### config.mk
export PLATFORM = sky130hd
export DESIGN_NAME = audio_in_i2s_rx
export DESIGN_NICKNAME = d
export VERILOG_FILES = /design/src/rtl/audio_in_i2s_rx.sv
export SDC_FILE = /design/constraint.sdc
export NUM_CORES = 1
export LEC_CHECK = 0
export BUFFER_PORTS_ARGS = -buffer_cell sky130_fd_sc_hd__buf_2
export CAP_MARGIN = 15
export CORE_AREA = 5 5 208 210
export CTS_CLUSTER_SIZE = 25
export DETAILED_ROUTE_END_ITERATION = 8
export DIE_AREA = 0 0 213 215
export PLACE_DENSITY_LB_ADDON = 0.12
export SETUP_SLACK_MARGIN = 0.3
export SKIP_LAST_GASP = 1
export SYNTH_ARGS = -nofsm -noshare
export SYNTH_HDL_FRONTEND = slang
export SYNTH_SLANG_ARGS = --single-unit
### constraint.sdc
create_clock -name clk -period 9.3 [get_ports clk]
set_input_delay 0.93 -clock clk [delete_from_list [all_inputs] [get_ports clk]]
set_output_delay 0.93 -clock clk [all_outputs]
set_load 0.005 [all_outputs]
### src/rtl/audio_in_i2s_rx.sv
// audio_in_i2s_rx: deserializes codec ADC I2S data (codec is bit-clock and
// LR-clock master) into stereo frames, buffers them in a FIFO and exposes
// the FIFO plus a control/status register through an Avalon-MM slave.
module audio_in_i2s_rx #(
    parameter int DEPTH       = 16,
    parameter int SAMPLE_BITS = 16
) (
    input  logic        clk,
    input  logic        reset,
    input  logic        aud_bclk,
    input  logic        aud_adclrck,
    input  logic        aud_adcdat,
    input  logic        chipselect,
    input  logic        read,
    input  logic        write,
    input  logic        address,
    input  logic [31:0] writedata,
    output logic [31:0] readdata,
    output logic        irq
);

    localparam int AW = $clog2(DEPTH);
    localparam int CW = $clog2(SAMPLE_BITS + 1);
    localparam int FW = 2 * SAMPLE_BITS;

    logic                   bclk_s1, bclk_s2, bclk_prev;
    logic                   lrck_s1, lrck_s2;
    logic                   dat_s1, dat_s2;
    logic                   bclk_rise;

    logic [CW-1:0]          bitcnt;
    logic                   lrck_q;
    logic [SAMPLE_BITS-2:0] shreg;
    logic [SAMPLE_BITS-1:0] shift_next;
    logic                   word_done;
    logic [SAMPLE_BITS-1:0] left_hold, right_hold;
    logic                   left_valid;
    logic                   push_req;

    logic [FW-1:0]          mem [DEPTH];
    logic [AW-1:0]          wr_ptr, rd_ptr;
    logic [AW:0]            count;
    logic                   enable, overflow;
    logic                   empty, full;
    logic                   pop, ctrl_wr, flush, push_try, do_push;
    logic                   unused_bits;

    // All three codec lines take the same two-stage path so they stay aligned;
    // they carry no state worth resetting, so they are left free-running.
    always_ff @(posedge clk) begin
        bclk_s1   <= aud_bclk;
        bclk_s2   <= bclk_s1;
        bclk_prev <= bclk_s2;
        lrck_s1   <= aud_adclrck;
        lrck_s2   <= lrck_s1;
        dat_s1    <= aud_adcdat;
        dat_s2    <= dat_s1;
    end

    assign bclk_rise  = bclk_s2 & ~bclk_prev;
    // shreg only holds the bits received so far; the word is complete when the
    // incoming bit is appended to it.
    assign shift_next = {shreg, dat_s2};
    assign word_done  = (bitcnt == CW'(SAMPLE_BITS - 1));

    // Bit capture: LRCK change marks the I2S delay slot, then MSB-first bits;
    // a right word is only turned into a frame if a left word precedes it.
    always_ff @(posedge clk) begin
        if (reset) begin
            bitcnt     <= '0;
            lrck_q     <= 1'b0;
            shreg      <= '0;
            left_hold  <= '0;
            right_hold <= '0;
            left_valid <= 1'b0;
            push_req   <= 1'b0;
        end else begin
            push_req <= 1'b0;
            if (bclk_rise) begin
                if (lrck_s2 != lrck_q) begin
                    bitcnt <= '0;
                    lrck_q <= lrck_s2;
                    shreg  <= '0;
                end else if (bitcnt < CW'(SAMPLE_BITS)) begin
                    shreg  <= shift_next[SAMPLE_BITS-2:0];
                    bitcnt <= bitcnt + 1'b1;
                    if (word_done) begin
                        if (!lrck_q) begin
                            left_hold  <= shift_next;
                            left_valid <= 1'b1;
                        end else if (left_valid) begin
                            right_hold <= shift_next;
                            push_req   <= 1'b1;
                            left_valid <= 1'b0;
                        end
                    end
                end
            end
        end
    end

    assign empty    = (count == '0);
    assign full     = (count == (AW + 1)'(DEPTH));
    assign pop      = chipselect & read & ~address & ~empty;
    assign ctrl_wr  = chipselect & write & address;
    assign flush    = ctrl_wr & writedata[2];
    assign push_try = push_req & enable;
    assign do_push  = push_try & ~full;

    // Frame storage; the array is not reset because the pointers define validity.
    always_ff @(posedge clk) begin
        if (do_push && !flush) begin
            mem[wr_ptr] <= {left_hold, right_hold};
        end
    end

    // FIFO pointers and occupancy; a flush overrides any push or pop that cycle.
    always_ff @(posedge clk) begin
        if (reset || flush) begin
            wr_ptr <= '0;
            rd_ptr <= '0;
            count  <= '0;
        end else begin
            if (do_push) begin
                wr_ptr <= wr_ptr + 1'b1;
            end
            if (pop) begin
                rd_ptr <= rd_ptr + 1'b1;
            end
            if (do_push && !pop) begin
                count <= count + 1'b1;
            end else if (!do_push && pop) begin
                count <= count - 1'b1;
            end
        end
    end

    // Control bits; a dropped frame in the same cycle as a clear keeps overflow set
    // so the loss is never hidden from software.
    always_ff @(posedge clk) begin
        if (reset) begin
            enable   <= 1'b0;
            overflow <= 1'b0;
        end else begin
            if (ctrl_wr) begin
                enable <= writedata[0];
            end
            if (push_try && full) begin
                overflow <= 1'b1;
            end else if (ctrl_wr && writedata[1]) begin
                overflow <= 1'b0;
            end
        end
    end

    // Zero-latency read mux: FIFO head on DATA, packed status on CTRL/STATUS.
    always_comb begin
        readdata = '0;
        if (chipselect && read) begin
            if (!address) begin
                if (!empty) begin
                    readdata = 32'(mem[rd_ptr]);
                end
            end else begin
                readdata[0]      = enable;
                readdata[1]      = overflow;
                readdata[2]      = empty;
                readdata[8+AW:8] = count;
            end
        end
    end

    assign irq = enable & ~empty;

    assign unused_bits = &{1'b0, writedata[31:3]};

endmodule

# Word level (Yosys, flattened, before mapping)
# Memory sizes are Yosys's and may differ from the RTL's. A register that Yosys moved wholly into a read port is not among the register bits.
# Cells that the tools add are included.
totals:
  reg_bits: 77
  mem_bits_rw: 512
  in_bits: 41
  out_inout_bits: 33
  word_cells: 88
  mem_count: 1
memory_table:
  columns: ["memory", "words", "word_bits", "read_ports", "rd_ports_with_merged_regs", "wr", "line_no", "rtl"]
  rows:
  - ["mem", 16, 32, 1, 1, 1, "40", "logic [FW-1:0] mem [DEPTH];"]
op_classes:
  addsub: 5
  n_lt_le_gt_ge: 1
  n_eq_ne: 3
  n_mux: 20
  n_bitwise: 19
  n_reduce_logical: 20
ops:
  columns: ["cell", "count"]
  rows:
  - ["2-to-1 mux 32 bit", 2]
  - ["2-to-1 mux 15 bit", 2]
  - ["2-to-1 mux 5 bit", 6]
  - ["2-to-1 mux 19 bit", 1]
  - ["adder 5 x 1 -> 5 bit, second input constant", 2]
  - ["AND 1 bit", 10]
  - ["inverter 1 bit", 9]
  - ["adder 4 x 1 -> 4 bit, second input constant", 2]
  - ["2-to-1 mux 4 bit", 2]
  - ["logical AND 1 bit", 6]
  - ["2-to-1 mux 1 bit", 6]
  - ["AND reduction 6 bit", 1]
  - ["nonzero test 2 bit", 3]
  - ["OR reduction 6 bit", 1]
  - ["== test 5 x 4 -> 1 bit, second input constant", 1]
  - ["== test 5 bit, second input constant", 1]
  - ["logical NOT 5 bit", 1]
  - ["< comparator 5 bit, second input constant", 1]
  - ["AND reduction 5 bit", 1]
  - ["subtractor 5 x 1 -> 5 bit, second input constant", 1]
  - ["AND reduction 2 bit", 2]
  - ["AND reduction 4 bit", 1]
  - ["logical NOT 1 bit", 3]
  - ["2-to-1 mux 3 bit", 1]
  - ["other kinds (2)", 2]

# Logic depth before layout (Yosys ltp)
# Gate-level depths: netlist (run 1).
depth:
  depth_word: 7
  ltp_mapped: 12
  depth_no_buf: 11

# Least setup slack after synthesis (run 1)
# OpenSTA, ideal clock, no wires.
synth_timing:
  path_type: "input-to-reg"
  startpoint: "in write"
  endpoint: "mem mem[0][0] (netlist bit) (enable)"
  setup_time_ps: 461
  t_arrival_ps: 3834
  required_ps: 8839
  path_slack_ps: 5005
  cell_stages: 4
  n_path_buf: 0
  path_cell_list: "and3_1 > a21boi_0 > nand2_1 > nor3_1"
synth_via:
  elab_chain_cells: 7
synth_rtl:
  columns: ["item", "line_no", "rtl"]
  rows:
  - ["start: declaration", "15", "input logic write,"]
  - ["AND 1 bit (2 in a row)", "105", "assign ctrl_wr = chipselect & write & address;"]
  - ["AND 1 bit", "106", "assign flush = ctrl_wr & writedata[2];"]
  - ["logical NOT 1 bit", "112", "if (do_push && !flush) begin"]
  - ["logical AND 1 bit", "112", null]
  - ["2-to-1 mux 1 bit", "112", null]
  - ["2-to-1 mux 1 bit (implied by the code)", "113", "mem[wr_ptr] <= {left_hold, right_hold};"]
  - ["end: declaration", "40", null]
# Every way passes these cells.

==> qor.yml, run 1 <==
setup_viol: 0
core_area_mm2: 0.0414
cp_max_fo: 41
multi_input_area_mm2: 0.00515
worstMarginPinSlew_ps: 1110
pwr-share-clk_pct: 44.6
fp.dieW_um: 213
gp_congestion: 0.758
yosysTopAreaCell: "edfxtp_1"
period_share_pct: 52.3
drtIter0Drc: 866
ys.warnings.count: 0
initial_core_util_pct: 54.0
clockRootBuffer: "clkbuf_16"
hold_buffers: 0
worstReg2RegEnd: "count[4]$_SDFFE_PP0P_"
crit_required_ps: 8370
crit_slowest_cell: "dfxtp_4"
crit_chain: "buf_4 -> buf_4 -> mux4_2 -> o22ai_1 -> nor3_1 -> buf_2"
postRouteAntennaNets: 0
grtUsageTotal_pct: 21.0
p_leak_uw: 0.00798
finalMaxSlewViolations: 0
combPwrFrac_pct: 0.3
fillCellCount: 2960
cts_buffers: 58
port_buffers: 44
p_sw_uw: 967
overflow: 0
relSlewSlack_pct: 25.7
ys_seq_area_share_pct: 76.0
cpMostUsedCell: "buf_4"
antenna_found_initial: 0
async_reset_ff_share_pct: 0
dp_hpwl_um: 25300
postCtsSetupBuffers: 0
crit_type: "reg2out"
rows: 75
worstRegToRegCells: 11
synth_edf_count: 512
clkSinkCount: 593
syn-num-nets: 1227
critPathBufInv: 3
ff2ff_setup_slack_ps: 5600
cts.path.max_buffers: 3
tns_ps: 0
synth.most_common_cell: "edfxtp_1"
seqPwrFrac_pct: 55.0
peakVddDrop_mv: 0.207
rsz0062_at_grt: "false"
finalHoldViolations: 0
ys_types: 41
synth_top_area_share_pct: 68.7
endpoint_kind: "output port"
viasPerCell: 5.99
nets: 1296
clk_latency_ps: 610
outcome: "finished, final reports clean"
fmax_mhz: 206
grt_pass1_vias: 11200
area_growth_pct: 12.7
synthesis.area_mm2: 0.0224
hp-class: "reg2reg"
n_antenna_cell: 0
ioPinCount: 74
finalClockSkew_ps: 21.4
critical-path-max-stage-delay_ps: 850
cts_tree: "done"
ys_seq_elements: 593
cts_htree_levels: 2
layout.area.seq_mm2: 0.0170
fin_total_pwr_uw: 5180
worstSetupEndpoint: "readdata[13]"
worst-path-stages: 6
drc: 0
die_height_um: 215
firstDrtPassIters: 4
postCtsResizedCells: 0
p_sw_share_pct: 18.7
syn_inst: 1172
num_vias: 10900
internal_power_uw: 4210
cp_top_family: "buffers and inverters"
r2r-start: "count[0]$_SDFFE_PP0P_"
wire_per_inst_um: 25.9
drv_cap: 0
synth_ff_type: "edfxtp_1"
synth_area_leaders: "edfxtp_1, mux4_2, dfxtp_1, nand2_1, o22ai_1"
period_minus_slack_ps: 4870
worstPathArrival_ps: 3940
critPathLaunchType: "flop"
grt_pass1_wl_um: 71200
syn_area_per_cell_um2: 19.1
totalWireLength_um: 47300
grt_max_degree: 56
power.density_mw_per_mm2: 205
drive_above_1_share_pct: 24.4
clkTransAtPathRegs_ps: 60
dieArea_mm2: 0.0458
netlist_top_cells_count: "edfxtp_1, mux4_2, nand2_1"
==> area by class of cell <==
cell class / count / share of cell area [%]
inverters: 10 / 0.149
flip-flops and latches: 593 / 67.5
repair buffers: 72 / 1.71
clock buffers: 77 / 6.41
well taps: 539 / 2.68
clock inverters: 31 / 1.14
multi-input cells: 506 / 20.4
==> placed cells by master, fill, tap and decap left out, types with 12 or more instances in the layout <==
master       n
edfxtp_1   512
buf_4       28
o22ai_1     48
ha_1        13
buf_2       44
a21oi_1     40
nor2_4      12
a22oi_1     16
mux2i_1     13
nor2_1      50
clkinv_1    13
clkbuf_16   60
nor3_1      25
nand2_1     85
mux4_2     126
dfxtp_1     78
==> power groups by stage <==
stage          sequential, uW  clock (uW)  combinational (uW)
4_1_cts                  2850        2350                17.4
3_3_place_gp             2910           0                17.2
3_5_place_dp             2910           0                17.3
2_1_floorplan            2910           0                11.2
6_report                 2850        2310                17.4
5_1_grt                  2850        2480                19.3
==> metal layers <==
layer / track usage (%) / part of all wire, % / up-vias
met2: 34.2 / 50 / 289
met1: 30.3 / 43 / 5749
met3: 3.21 / 5.3 / 58
met4: 5.12 / 1.8 / 0
met5: 0 / 0 / -
li1: - / - / 4850
==> flip-flops by register name, indices dropped and copies added (netlist names), 4 cells and up, named ones only <==
register    count
mem           512
left_hold      16
bitcnt          5
count           5
wr_ptr          4
rd_ptr          4
right_hold     16
shreg          15
==> cell families (layout without fill, tap and decap cells) <==
| family | after synthesis | count (layout) | share of synthesized area [%] |
|---|---|---|---|
| AO/OA/AOI/OAI | 127 | 127 | 3.56 |
| adder cells (fa/ha/maj) | 14 | 14 | 0.817 |
| multiplexers | 147 | 147 | 13.7 |
| flip-flops | 593 | 593 | 76.0 |
| XOR/XNOR | 11 | 11 | 0.431 |
| buffers and inverters | 73 | 190 | 1.49 |
| AND/OR/NAND/NOR | 207 | 207 | 4.04 |
==> worst min path at each step <==
stage,from,depth (start not counted),end,slack (ps)
6_report,lrck_s1$_DFF_P_,0,lrck_s2$_DFF_P_,340
3_3_place_gp,lrck_s1$_DFF_P_,0,lrck_s2$_DFF_P_,320
2_1_floorplan,bclk_s1$_DFF_P_,0,bclk_s2$_DFF_P_,310
5_1_grt,lrck_s1$_DFF_P_,0,lrck_s2$_DFF_P_,340
4_1_cts,lrck_s1$_DFF_P_,0,lrck_s2$_DFF_P_,340
3_5_place_dp,lrck_s1$_DFF_P_,0,lrck_s2$_DFF_P_,320
==> per-stage QoR <==
step           area (um^2)  utilization [%]  hold slack, ps  setup slack (ps)  instances
2_1_floorplan        22400                -             310              5000       1172
3_3_place_gp         23300             56.3             322              4940       1720
3_5_place_dp         23300             56.3             321              4900       1720
4_1_cts              25200             60.9             335              4240       1828
5_1_grt              25200             60.9             338              3990       1828
6_report             25200             60.9             335              4430       1828
(Power assumes the default switching activity.)
==> run 2, diff against run 1 <==
--- a/config.mk
+++ b/config.mk
@@ -5,12 +5,13 @@
 export SDC_FILE = /design/constraint.sdc
 export NUM_CORES = 1
 export LEC_CHECK = 0
+export ABC_AREA = 1
 export BUFFER_PORTS_ARGS = -buffer_cell sky130_fd_sc_hd__buf_2
 export CAP_MARGIN = 15
-export CORE_AREA = 5 5 208 210
+export CORE_AREA = 5 5 214 216
 export CTS_CLUSTER_SIZE = 25
 export DETAILED_ROUTE_END_ITERATION = 8
-export DIE_AREA = 0 0 213 215
+export DIE_AREA = 0 0 219 221
 export PLACE_DENSITY_LB_ADDON = 0.12
 export SETUP_SLACK_MARGIN = 0.3
 export SKIP_LAST_GASP = 1
==> constraint.sdc (replaced) <==
create_clock -name clk -period 4 [get_ports clk]
set_input_delay 0.4 -clock clk [delete_from_list [all_inputs] [get_ports clk]]
set_output_delay 0.4 -clock clk [all_outputs]
set_load 0.005 [all_outputs]
==> run 2 against run 1 <==
  * Synthesized cell count grew 72%
  * Design area is 5.3% higher
  * Total power grew 140%
  * Final cell count rose by 47%
  * Sequential power rose by 130%
  * Hold slack worse by 250 ps
  * Non-clock buffer count rose by 13
  * Flip-flop and latch count did not move
  * Critical path depth rose by 2
  * Highest routed layer unchanged
==> qor.yml, run 2 <==
outcome: "finished, final reports clean"
syn-num-nets: 2076  # +69%
final_common_cell: "edfxtp_1"
ys.warnings.count: 0  # unchanged
postPlaceCellArea_mm2: 0.0245  # +5.2%
totalWireLength_um: 55700  # +18%
drv_cap: 0  # unchanged
ioPinCount: 74  # unchanged
internal_power_uw: 10000  # +140%
relSlewSlack_pct: 18.4  # -7.3 points
synth_ff_type: "edfxtp_1"
async_reset_ff_share_pct: 0  # unchanged
final_area_mm2: 0.0265  # +5.3%
cp_max_fo: 258  # +530%
cts_tree: "done"
endpoint_kind: "output port"
ys_seq_elements: 593  # unchanged
clkSinkCount: 593  # unchanged
crit_required_ps: 3600  # -4770 ps
synthesis.area_mm2: 0.0236  # +5.6%
drive_above_1_share_pct: 9.31  # -15 points
grt_max_degree: 259  # +360%
dp_hpwl_um: 29100  # +15%
wire_per_inst_um: 20.7  # -20%
worstPathArrival_ps: 3050  # -890 ps
port_buffers: 44  # unchanged
synth_edf_count: 512  # unchanged
seqPwrFrac_pct: 53.8  # -1.2 points
period_share_pct: 86.3
rows: 77  # +2.7%
cts_buffers: 58  # unchanged
cts.path.max_buffers: 3  # unchanged
instances_no_fill: 2687  # +47%
grt_pass1_wl_um: 85400  # +20%
overflow: 0  # unchanged
die_height_um: 221  # +2.8%
viasPerCell: 5.64  # -5.7%
ys_seq_area_share_pct: 72.0  # -4.0 points
setup_viol: 0  # unchanged
finalHoldViolations: 0  # unchanged
syn_area_per_cell_um2: 11.7  # -39%
p_sw_uw: 2270  # +130%
synth.most_common_cell: "edfxtp_1"
p_sw_share_pct: 18.4  # -0.27 points
power.density_mw_per_mm2: 464  # +130%
final_cell_mix: "edfxtp_1, nand2_1, nor2_1, o21ai_0, nand3_1"
rsz0062_at_grt: "false"
core_area_mm2: 0.0437  # +5.7%
synth_area_leaders: "edfxtp_1, dfxtp_1, nand2_1, o21ai_0, nor2_1"
firstDrtPassIters: 6  # +2
critPathLaunchType: "flop"
synth_top_area_share_pct: 65.1  # -3.6 points
clockRootBuffer: "clkbuf_16"
pwr-share-clk_pct: 45.7  # +1.1 points
area_growth_pct: 12.4
combPwrFrac_pct: 0.4  # about the same
crit_type: "reg2out"
p_leak_uw: 0.00932  # +17%
finalClockSkew_ps: 17.5  # -3.84 ps
postCtsSetupBuffers: 0  # unchanged
clk_latency_ps: 610  # about the same
tns_ps: 0  # unchanged
n_antenna_cell: 0  # unchanged
num_vias: 15200  # +39%
gp_congestion: 0.796  # +5.0%
yosysTopAreaCell: "edfxtp_1"
fillCellCount: 3506  # +18%
grt_pass1_vias: 14400  # +29%
antenna_found_initial: 0  # unchanged
worstMarginPinSlew_ps: 1220  # +114 ps
netlist_top_cells_count: "edfxtp_1, nand2_1, nor2_1"
nets: 2100  # +62%
period_minus_slack_ps: 3450
hp-class: "in2reg"
top_register: "mem"
ff2ff_setup_slack_ps: 1270  # -4330 ps
grtUsageTotal_pct: 22.8  # +1.9 points
peakVddDrop_mv: 0.374  # +81%
dieArea_mm2: 0.0484  # +5.7%
clkTransAtPathRegs_ps: 60  # about the same
drc: 0  # unchanged
fmax_mhz: 290
fp.dieW_um: 219  # +2.8%
finalMaxSlewViolations: 0  # unchanged
reg.largest.list: "mem (512), left_hold (16), right_hold (16)"
postRouteAntennaNets: 0  # unchanged
syn_inst: 2021  # +72%
drtIter0Drc: 1316  # +52%
largest_register_ffs: 512  # unchanged
dp_cells: 2574  # +50%
initial_core_util_pct: 54.0  # -0.068 points
cts_htree_levels: 2  # unchanged
ys_types: 32  # -22%
==> run 2: area by class of cell <==
| cell class | count | area (um^2) | area share, % |
|---|---|---|---|
| sequential | 593 | 17000 | 64.1 |
| timing repair buffer | 85 | 661 | 2.49 |
| inverter | 97 | 369 | 1.39 |
| clock inverter | 12 | 181 | 0.683 |
| multi-input combinational | 1210 | 5760 | 21.7 |
| tap | 592 | 741 | 2.79 |
| clock buffer | 98 | 1830 | 6.88 |
==> run 2: stage by stage <==
stage | total power, uW | hold slack (ps) | utilization (%) | setup slack [ps]
2_1_floorplan | 6790 | 310 | - | 322
3_3_place_gp | 6810 | 320 | 56.0 | 1290
3_5_place_dp | 6810 | 316 | 56.0 | 1270
4_1_cts | 12400 | 65.5 | 60.7 | 622
5_1_grt | 12700 | 99.7 | 60.7 | 389
6_report | 12300 | 88.0 | 60.7 | 550
==> run 2: final timing paths <==
path	depth (start not counted)	end	from
setup reg to reg	14	count[4]$_SDFFE_PP0P_	count[2]$_SDFFE_PP0P_
hold reg to reg	0	bclk_s2$_DFF_P_	bclk_s1$_DFF_P_
hold / removal	3	enable$_SDFFE_PP0P_	writedata[0]
setup / recovery	8	readdata[28]	flop
==> run 2: logic make-up (layout without fill, tap and decap cells) <==
| family | after synthesis | count (layout) | synth area share (%) |
|---|---|---|---|
| simple gates | 761 | 761 | 13.0 |
| flops | 593 | 593 | 72.0 |
| compound gates | 430 | 430 | 10.0 |
| buf+inv | 218 | 292 | 4.09 |
| xor+xnor | 5 | 5 | 0.185 |
| fa+ha+maj | 14 | 14 | 0.774 |
==> run 2: power by group through the flow <==
stage	Sequential, uW	Clock [uW]	Combinational (uW)
detailed placement	6760	0	51.0
finish	6630	5630	53.3
global route	6620	6010	58.9
CTS	6630	5720	53.4
floorplan	6760	0	31.6
global placement	6760	0	49.6
==> run 2: layer usage <==
layer	up-vias	share of wire, %	track usage [%]
met5	-	0	0
met4	0	2.1	5.96
met3	64	5.6	2.73
met2	475	49	37.7
met1	7432	43	32.7
li1	7194	-	-
==> run 2: critical path: stages (launching register included) <==
cell and delay, ps:
dfxtp_4 380, buf_12 690, o21ai_0 220, o22ai_1 200, nand2_1 70, nand2_1 110, nand2_1 50, a21oi_1 260
buf_2 170
==> run 2: what timing repair did <==
action	4_1_cts	5_1_grt
endpoints found under the setup margin	0	0
hold endpoints to repair	3	0
resized for setup	0	0
hold buffers	3	0
